$ cat src/rtl/gfx_cmd_if.sv
// Bus bundle between the CPU/engine side and the graphics command scheduler:
// MMIO window, line-engine transfer ports and filler-engine request port.
interface gfx_cmd_if #(
   parameter int unsigned PT_W = 10
);
   logic            mmio_we;
   logic [2:0]      mmio_addr;
   logic [31:0]     mmio_din;
   logic [31:0]     mmio_dout;
   logic            gfx_idle;
   logic            line_ready;
   logic [31:0]     line_color;
   logic [PT_W-1:0] line_point;
   logic            line_color_valid;
   logic            line_x0_valid;
   logic            line_y0_valid;
   logic            line_x1_valid;
   logic            line_y1_valid;
   logic            line_trigger;
   logic            filler_ready;
   logic [23:0]     filler_color;
   logic            filler_valid;

   modport master (
      output mmio_we, mmio_addr, mmio_din, line_ready, filler_ready,
      input  mmio_dout, gfx_idle, line_color, line_point, line_color_valid,
             line_x0_valid, line_y0_valid, line_x1_valid, line_y1_valid,
             line_trigger, filler_color, filler_valid
   );

   modport slave (
      input  mmio_we, mmio_addr, mmio_din, line_ready, filler_ready,
      output mmio_dout, gfx_idle, line_color, line_point, line_color_valid,
             line_x0_valid, line_y0_valid, line_x1_valid, line_y1_valid,
             line_trigger, filler_color, filler_valid
   );
endinterface

$ cat src/rtl/gfx_cmd_scheduler.sv
// Queues CPU line/fill commands and issues them one at a time to the line
// and filler engines so the two never touch the framebuffer together.
module gfx_cmd_scheduler #(
   parameter int unsigned FIFO_DEPTH = 4,
   parameter int unsigned PT_W       = 10
) (
   input logic      clk,
   input logic      rst,
   gfx_cmd_if.slave bus
);
   localparam int unsigned AW = $clog2(FIFO_DEPTH);
   localparam int unsigned PW = AW + 1;

   typedef enum logic [3:0] {
      S_IDLE, S_L_COLOR, S_L_X0, S_L_Y0, S_L_X1, S_L_Y1, S_L_TRIG,
      S_F_REQ, S_DRAIN, S_WAIT_RDY
   } state_t;

   typedef struct packed {
      logic            is_fill;
      logic [31:0]     color;
      logic [PT_W-1:0] x0;
      logic [PT_W-1:0] y0;
      logic [PT_W-1:0] x1;
      logic [PT_W-1:0] y1;
   } cmd_t;

   state_t          state, state_n;
   logic [31:0]     color_r;
   logic [PT_W-1:0] x0_r, y0_r, x1_r, y1_r;
   cmd_t            mem [FIFO_DEPTH];
   logic [PW-1:0]   wr_ptr, rd_ptr, count;
   logic            full, empty, is_go, push, pop, ovf_evt, overflow;
   cmd_t            head, new_cmd;
   logic            cur_fill;
   logic [PT_W-1:0] cur_x0, cur_y0, cur_x1, cur_y1;
   logic [31:0]     line_color_q;
   logic [23:0]     filler_color_q;
   logic [PT_W-1:0] line_point_q;
   logic            color_v, x0_v, y0_v, x1_v, y1_v, trig_v, fill_v;
   logic [31:0]     count_ext, status;
   logic [2:0]      occ;

   // Fullness is taken from the pre-edge count, so a same-cycle pop never frees a slot.
   assign count   = wr_ptr - rd_ptr;
   assign full    = (count == PW'(FIFO_DEPTH));
   assign empty   = (count == '0);
   assign is_go   = bus.mmio_we && (bus.mmio_addr == 3'd5 || bus.mmio_addr == 3'd6);
   assign push    = is_go && !full;
   assign ovf_evt = is_go && full;
   assign head    = mem[rd_ptr[AW-1:0]];
   assign pop     = (state == S_IDLE) && !empty;

   always_comb begin
      new_cmd         = '0;
      new_cmd.is_fill = (bus.mmio_addr == 3'd6);
      new_cmd.color   = new_cmd.is_fill ? {8'h00, bus.mmio_din[23:0]} : color_r;
      new_cmd.x0      = x0_r;
      new_cmd.y0      = y0_r;
      new_cmd.x1      = x1_r;
      new_cmd.y1      = y1_r;
   end

   always_ff @(posedge clk) begin
      if (push) mem[wr_ptr[AW-1:0]] <= new_cmd;
   end

   always_comb begin
      state_n = state;
      case (state)
         S_IDLE:     if (!empty) state_n = head.is_fill ? S_F_REQ : S_L_COLOR;
         S_L_COLOR:  if (bus.line_ready) state_n = S_L_X0;
         S_L_X0:     if (bus.line_ready) state_n = S_L_Y0;
         S_L_Y0:     if (bus.line_ready) state_n = S_L_X1;
         S_L_X1:     if (bus.line_ready) state_n = S_L_Y1;
         S_L_Y1:     if (bus.line_ready) state_n = S_L_TRIG;
         S_L_TRIG:   if (bus.line_ready) state_n = S_DRAIN;
         S_F_REQ:    if (bus.filler_ready) state_n = S_DRAIN;
         S_DRAIN:    state_n = S_WAIT_RDY;
         S_WAIT_RDY: if (cur_fill ? bus.filler_ready : bus.line_ready) state_n = S_IDLE;
         default:    state_n = S_IDLE;
      endcase
   end

   // Valids are decoded from the next state so they drop on the completing edge.
   always_ff @(posedge clk) begin
      if (!rst) begin
         state          <= S_IDLE;
         wr_ptr         <= '0;
         rd_ptr         <= '0;
         overflow       <= 1'b0;
         color_r        <= '0;
         x0_r           <= '0;
         y0_r           <= '0;
         x1_r           <= '0;
         y1_r           <= '0;
         cur_fill       <= 1'b0;
         cur_x0         <= '0;
         cur_y0         <= '0;
         cur_x1         <= '0;
         cur_y1         <= '0;
         line_color_q   <= '0;
         filler_color_q <= '0;
         line_point_q   <= '0;
         color_v        <= 1'b0;
         x0_v           <= 1'b0;
         y0_v           <= 1'b0;
         x1_v           <= 1'b0;
         y1_v           <= 1'b0;
         trig_v         <= 1'b0;
         fill_v         <= 1'b0;
      end else begin
         if (bus.mmio_we) begin
            case (bus.mmio_addr)
               3'd0:    color_r <= bus.mmio_din;
               3'd1:    x0_r    <= bus.mmio_din[PT_W-1:0];
               3'd2:    y0_r    <= bus.mmio_din[PT_W-1:0];
               3'd3:    x1_r    <= bus.mmio_din[PT_W-1:0];
               3'd4:    y1_r    <= bus.mmio_din[PT_W-1:0];
               default: ;
            endcase
         end
         if (push) wr_ptr <= wr_ptr + PW'(1);
         if (pop)  rd_ptr <= rd_ptr + PW'(1);
         if (ovf_evt)
            overflow <= 1'b1;
         else if (bus.mmio_we && bus.mmio_addr == 3'd7 && bus.mmio_din[3])
            overflow <= 1'b0;

         state <= state_n;
         if (pop) begin
            cur_fill <= head.is_fill;
            cur_x0   <= head.x0;
            cur_y0   <= head.y0;
            cur_x1   <= head.x1;
            cur_y1   <= head.y1;
            if (head.is_fill) filler_color_q <= head.color[23:0];
            else              line_color_q   <= head.color;
         end
         case (state_n)
            S_L_X0:  line_point_q <= cur_x0;
            S_L_Y0:  line_point_q <= cur_y0;
            S_L_X1:  line_point_q <= cur_x1;
            S_L_Y1:  line_point_q <= cur_y1;
            default: ;
         endcase
         color_v <= (state_n == S_L_COLOR);
         x0_v    <= (state_n == S_L_X0);
         y0_v    <= (state_n == S_L_Y0);
         x1_v    <= (state_n == S_L_X1);
         y1_v    <= (state_n == S_L_Y1);
         trig_v  <= (state_n == S_L_TRIG);
         fill_v  <= (state_n == S_F_REQ);
      end
   end

   assign count_ext = 32'(count);
   assign occ       = (count_ext > 32'd7) ? 3'd7 : 3'(count_ext);
   assign status    = {25'd0, occ, overflow, bus.gfx_idle, empty, full};

   always_comb begin
      bus.mmio_dout = '0;
      case (bus.mmio_addr)
         3'd0:    bus.mmio_dout = color_r;
         3'd1:    bus.mmio_dout = 32'(x0_r);
         3'd2:    bus.mmio_dout = 32'(y0_r);
         3'd3:    bus.mmio_dout = 32'(x1_r);
         3'd4:    bus.mmio_dout = 32'(y1_r);
         3'd7:    bus.mmio_dout = status;
         default: bus.mmio_dout = '0;
      endcase
   end

   assign bus.gfx_idle         = empty && (state == S_IDLE);
   assign bus.line_color       = line_color_q;
   assign bus.line_point       = line_point_q;
   assign bus.line_color_valid = color_v;
   assign bus.line_x0_valid    = x0_v;
   assign bus.line_y0_valid    = y0_v;
   assign bus.line_x1_valid    = x1_v;
   assign bus.line_y1_valid    = y1_v;
   assign bus.line_trigger     = trig_v;
   assign bus.filler_color     = filler_color_q;
   assign bus.filler_valid     = fill_v;
endmodule

$ cat src/flat_wrapper.sv
// flat-port wrapper written by rule: the top's interface ports become plain ports
module gfx_cmd_scheduler_flat 
#(
   parameter int unsigned FIFO_DEPTH = 4,
   parameter int unsigned PT_W       = 10
)
  (clk, rst, bus_mmio_we, bus_mmio_addr, bus_mmio_din, bus_line_ready, bus_filler_ready, bus_mmio_dout, bus_gfx_idle, bus_line_color, bus_line_point, bus_line_color_valid, bus_line_x0_valid, bus_line_y0_valid, bus_line_x1_valid, bus_line_y1_valid, bus_line_trigger, bus_filler_color, bus_filler_valid);
  gfx_cmd_if #(.PT_W(PT_W)) bus_i ();
  input logic clk;
  input logic rst;
  input wire logic [$bits(bus_i.mmio_we)-1:0] bus_mmio_we;
  input wire logic [$bits(bus_i.mmio_addr)-1:0] bus_mmio_addr;
  input wire logic [$bits(bus_i.mmio_din)-1:0] bus_mmio_din;
  input wire logic [$bits(bus_i.line_ready)-1:0] bus_line_ready;
  input wire logic [$bits(bus_i.filler_ready)-1:0] bus_filler_ready;
  output wire logic [$bits(bus_i.mmio_dout)-1:0] bus_mmio_dout;
  output wire logic [$bits(bus_i.gfx_idle)-1:0] bus_gfx_idle;
  output wire logic [$bits(bus_i.line_color)-1:0] bus_line_color;
  output wire logic [$bits(bus_i.line_point)-1:0] bus_line_point;
  output wire logic [$bits(bus_i.line_color_valid)-1:0] bus_line_color_valid;
  output wire logic [$bits(bus_i.line_x0_valid)-1:0] bus_line_x0_valid;
  output wire logic [$bits(bus_i.line_y0_valid)-1:0] bus_line_y0_valid;
  output wire logic [$bits(bus_i.line_x1_valid)-1:0] bus_line_x1_valid;
  output wire logic [$bits(bus_i.line_y1_valid)-1:0] bus_line_y1_valid;
  output wire logic [$bits(bus_i.line_trigger)-1:0] bus_line_trigger;
  output wire logic [$bits(bus_i.filler_color)-1:0] bus_filler_color;
  output wire logic [$bits(bus_i.filler_valid)-1:0] bus_filler_valid;
  assign bus_i.mmio_we = bus_mmio_we;
  assign bus_i.mmio_addr = bus_mmio_addr;
  assign bus_i.mmio_din = bus_mmio_din;
  assign bus_i.line_ready = bus_line_ready;
  assign bus_i.filler_ready = bus_filler_ready;
  assign bus_mmio_dout = bus_i.mmio_dout;
  assign bus_gfx_idle = bus_i.gfx_idle;
  assign bus_line_color = bus_i.line_color;
  assign bus_line_point = bus_i.line_point;
  assign bus_line_color_valid = bus_i.line_color_valid;
  assign bus_line_x0_valid = bus_i.line_x0_valid;
  assign bus_line_y0_valid = bus_i.line_y0_valid;
  assign bus_line_x1_valid = bus_i.line_x1_valid;
  assign bus_line_y1_valid = bus_i.line_y1_valid;
  assign bus_line_trigger = bus_i.line_trigger;
  assign bus_filler_color = bus_i.filler_color;
  assign bus_filler_valid = bus_i.filler_valid;
  gfx_cmd_scheduler #(.FIFO_DEPTH(FIFO_DEPTH), .PT_W(PT_W)) u_core (.clk(clk), .rst(rst), .bus(bus_i));
endmodule
$ cat config.mk
export PLATFORM = sky130hd
export DESIGN_NAME = gfx_cmd_scheduler_flat
export DESIGN_NICKNAME = d
export VERILOG_FILES = /design/src/rtl/gfx_cmd_if.sv /design/src/rtl/gfx_cmd_scheduler.sv /design/src/flat_wrapper.sv
export SDC_FILE = /design/constraint.sdc
export NUM_CORES = 1
export LEC_CHECK = 0
export BUFFER_PORTS_ARGS = -buffer_cell sky130_fd_sc_hd__buf_2
export CORE_ASPECT_RATIO = 1.25
export CORE_MARGIN = 3
export CORE_UTILIZATION = 35
export CTS_CLUSTER_DIAMETER = 150
export CTS_CLUSTER_SIZE = 28
export DETAILED_ROUTE_END_ITERATION = 12
export GPL_TIMING_DRIVEN = 1
export PLACE_DENSITY = 0.52
export SYNTH_ARGS = -nofsm -noshare
export SYNTH_HDL_FRONTEND = slang
export SYNTH_SLANG_ARGS = --single-unit
$ cat constraint.sdc
create_clock -name clk -period 5.2 [get_ports clk]
set_input_delay 1.04 -clock clk [delete_from_list [all_inputs] [get_ports clk]]
set_output_delay 1.04 -clock clk [all_outputs]
set_load 0.02 [all_outputs]
==> metrics <==
run status=completed; Crit Path Class=flop to output pin; initial antenna violation count=3; Detailed Place HPWL=around 31 mm; IO Count=roughly 150; fin util=about two fifths; Pint=~0.0063 W; share of power burned in the clock network=around 21%; vias in the first global route=about 12k; cell taking the most area after synthesis=edfxtp_1; max-slew violations=0; synth top area cells=edfxtp_1 (46%), dfxtp_1 (21%), mux4_2 (8.6%), nand2_1 (5.3%), a21oi_1 (3.6%); RSZ-0062 raised after global routing=no; WP data arrival=approximately 3 ns; sequential area share after synthesis=between 60% and 70%; via count=11.62k; sequential power share=50.8%; DRC viols=0; antenna viol nets, final=0; fraction of layout cells with a size suffix above 1=around 20%; Syn Area/Cell=~13 µm²; gpl congestion=0.8250; CTS tree=built; min cycle time layout=just over 4 ns; post-cts sizing count=0; most frequent cells in the layout=edfxtp_1 (292), nand2_1 (271), dfxtp_1 (197); gr ovfl total=0; 1st-iter DRT viols=approximately 850; slew of the pin with the lowest slew margin=1.129 ns; Rel. slew slack=~25%; row cnt=95; Hold Vio Cnt, Final=0; Cell Area, Synth=19170 µm²; FF+latch count, synth=about 490; total CTS buffers=21; Post-synth top flop=edfxtp_1; die span in y=about 270 µm; DR pass1 iterations=5; Synth top area share=a little under half; die width=215.3 µm; # setup viols final=0; yosys warns=0; Hold Crit Class=flop to flop; clk_lat worst skew=around 0.57 ns; first-pass GRT wire length=~73 mm; met1 Use GR=between 20% and 30%; final WL=47.15 mm; GRT Overall Usage=16.09%; Clock Sinks=about 490; Power Density=about 450 nW/µm²; Routed WL per cell=20.67 µm; Core Box Area=~54000 µm²; CP required=4.16 ns; MaxCap Viol Count=0; Comb pwr share=~28%; Nets=around 1.6k; Hold Slack=about 0.46 ns; Tcrit/Tclk final=77.88%; clk slew on worst S/H paths=0.11 ns; clock buffer depth=3; CP Capture Type=output pin; most common cell after layout, fill and taps aside=edfxtp_1; met2 Usage GRT=around 28%; Switching Fraction=between 30% and 40%; post-synthesis instance total=approximately 1.5k; I/O Buffers=about 150; Syn-to-layout area delta=10.61%; Net Count, Synth=between 1k and 1.5k; die footprint=slightly below 60000 µm²; Post-synth EDFFs=a little under 300; Initial Util=a little over a third; final setup TNS=0 ns; CP Max Fanout=8; DR vias/cell=slightly above 5; Hold-fix buffers, CTS=0; grt met3 use=under 10%; post-CTS setup buffer count=0; Most Crowded Layer GR=met2; Fmax=about 0.25 GHz; Setup Skew=slightly above 0.03 ns; crit path launch type=flop; Sw Pwr=between 0.003 and 0.004 W; post-synth cell types=a little under 70; H-Tree Depth=1; cell leakage power=a little under 7 nW; largest net degree at the start of global routing=86; clock root buffer master=clkbuf_16; Post-synth ARST share=0%; r2r setup slk=1.88 ns; worst vdd ir=around 0.33 mV
[layer usage]
layer	up-vias	wire length [µm]
met4	4	660
met2	222	23230
li1	5516	-
met1	5831	21190
met3	46	2035
met5	-	31
[stage by stage]
step	total power [W]	instance area [µm²]	setup WS (ns)	std cells
final	0.009449	21200	1.150	2281
after global routing	0.009989	21200	0.9838	2280
after CTS	0.009592	21200	1.124	2280
after detailed placement	0.007636	20590	1.396	2243
after global placement	0.007611	20590	1.398	2243
after floorplan	0.006788	19170	1.351	1451
[final timing paths]
check                                startpoint                       endpoint  depth (start not counted)
hold reg to reg   u_core.cur_x0[0]$_SDFFE_PN0P_  u_core.cur_x0[0]$_SDFFE_PN0P_                          2
setup reg to reg  u_core.wr_ptr[0]$_SDFFE_PN0P_    u_core.mem[3][41]$_DFFE_PP_                          7
setup / recovery  u_core.wr_ptr[0]$_SDFFE_PN0P_               bus_mmio_dout[2]                          8
hold / removal    u_core.cur_x0[0]$_SDFFE_PN0P_  u_core.cur_x0[0]$_SDFFE_PN0P_                          2
[worst max-delay path, stage by stage, from the launching register on]
cell and delay [ns]:
dfxtp_1 0.39, inv_1 0.11, ha_1 0.20, fa_1 0.55, nand2_1 0.28, nor3_1 0.35, nand3_1 0.11, o211ai_1 0.22
buf_2 0.24
[power by group through the flow]
stage	Clock (W)	Sequential [W]	Combinational, W
global route	0.00216	0.00485	0.00297
CTS	0.00204	0.00481	0.00275
floorplan	0	0.00496	0.00183
finish	0.00196	0.00480	0.00269
detailed placement	0	0.00489	0.00274
global placement	0	0.00489	0.00272
[layout make-up]
| type | count | area [µm²] |
|---|---|---|
| sequential | 491 | 12760 |
| clock inverter | 2 | 25.02 |
| timing repair buffer | 167 | 943.4 |
| fill | 5228 | 32770 |
| inverter | 9 | 37.54 |
| multi-input combinational | 849 | 5943 |
| antenna | 1 | 2.502 |
| clock buffer | 35 | 578.1 |
| tap | 727 | 909.6 |
[sequential cells by signal, indices dropped and copies added (netlist names), 24 cells and up, named ones only]
register / flops
u_core.mem: 292
u_core.bus.line_color: 32
u_core.color_r: 32
u_core.bus.filler_color: 24
[synthesized netlist by cell type (7+ instances only)]
cell / n
edfxtp_1: 292
nand2_1: 271
dfxtp_1: 199
a21oi_1: 139
mux4_2: 73
nand3_1: 60
clkbuf_1: 54
and2_1: 43
o21ai_0: 37
o21ai_1: 33
mux2_2: 28
buf_2: 27
nor2_1: 23
buf_1: 13
o22ai_1: 13
a221oi_1: 12
a311oi_1: 10
maj3_1: 10
mux2i_1: 10
inv_1: 7
[logic make-up after synthesis]
group | after synthesis | share of synthesized area, %
XOR/XNOR | 10 | 0.6071
flip-flops | 491 | 66.54
multiplexers | 111 | 10.75
AND/OR/NAND/NOR | 433 | 10.05
AO/OA/AOI/OAI | 278 | 8.422
adder cells (fa/ha/maj) | 17 | 1.018
buffers and inverters | 111 | 2.624
(Power assumes the default switching activity.)
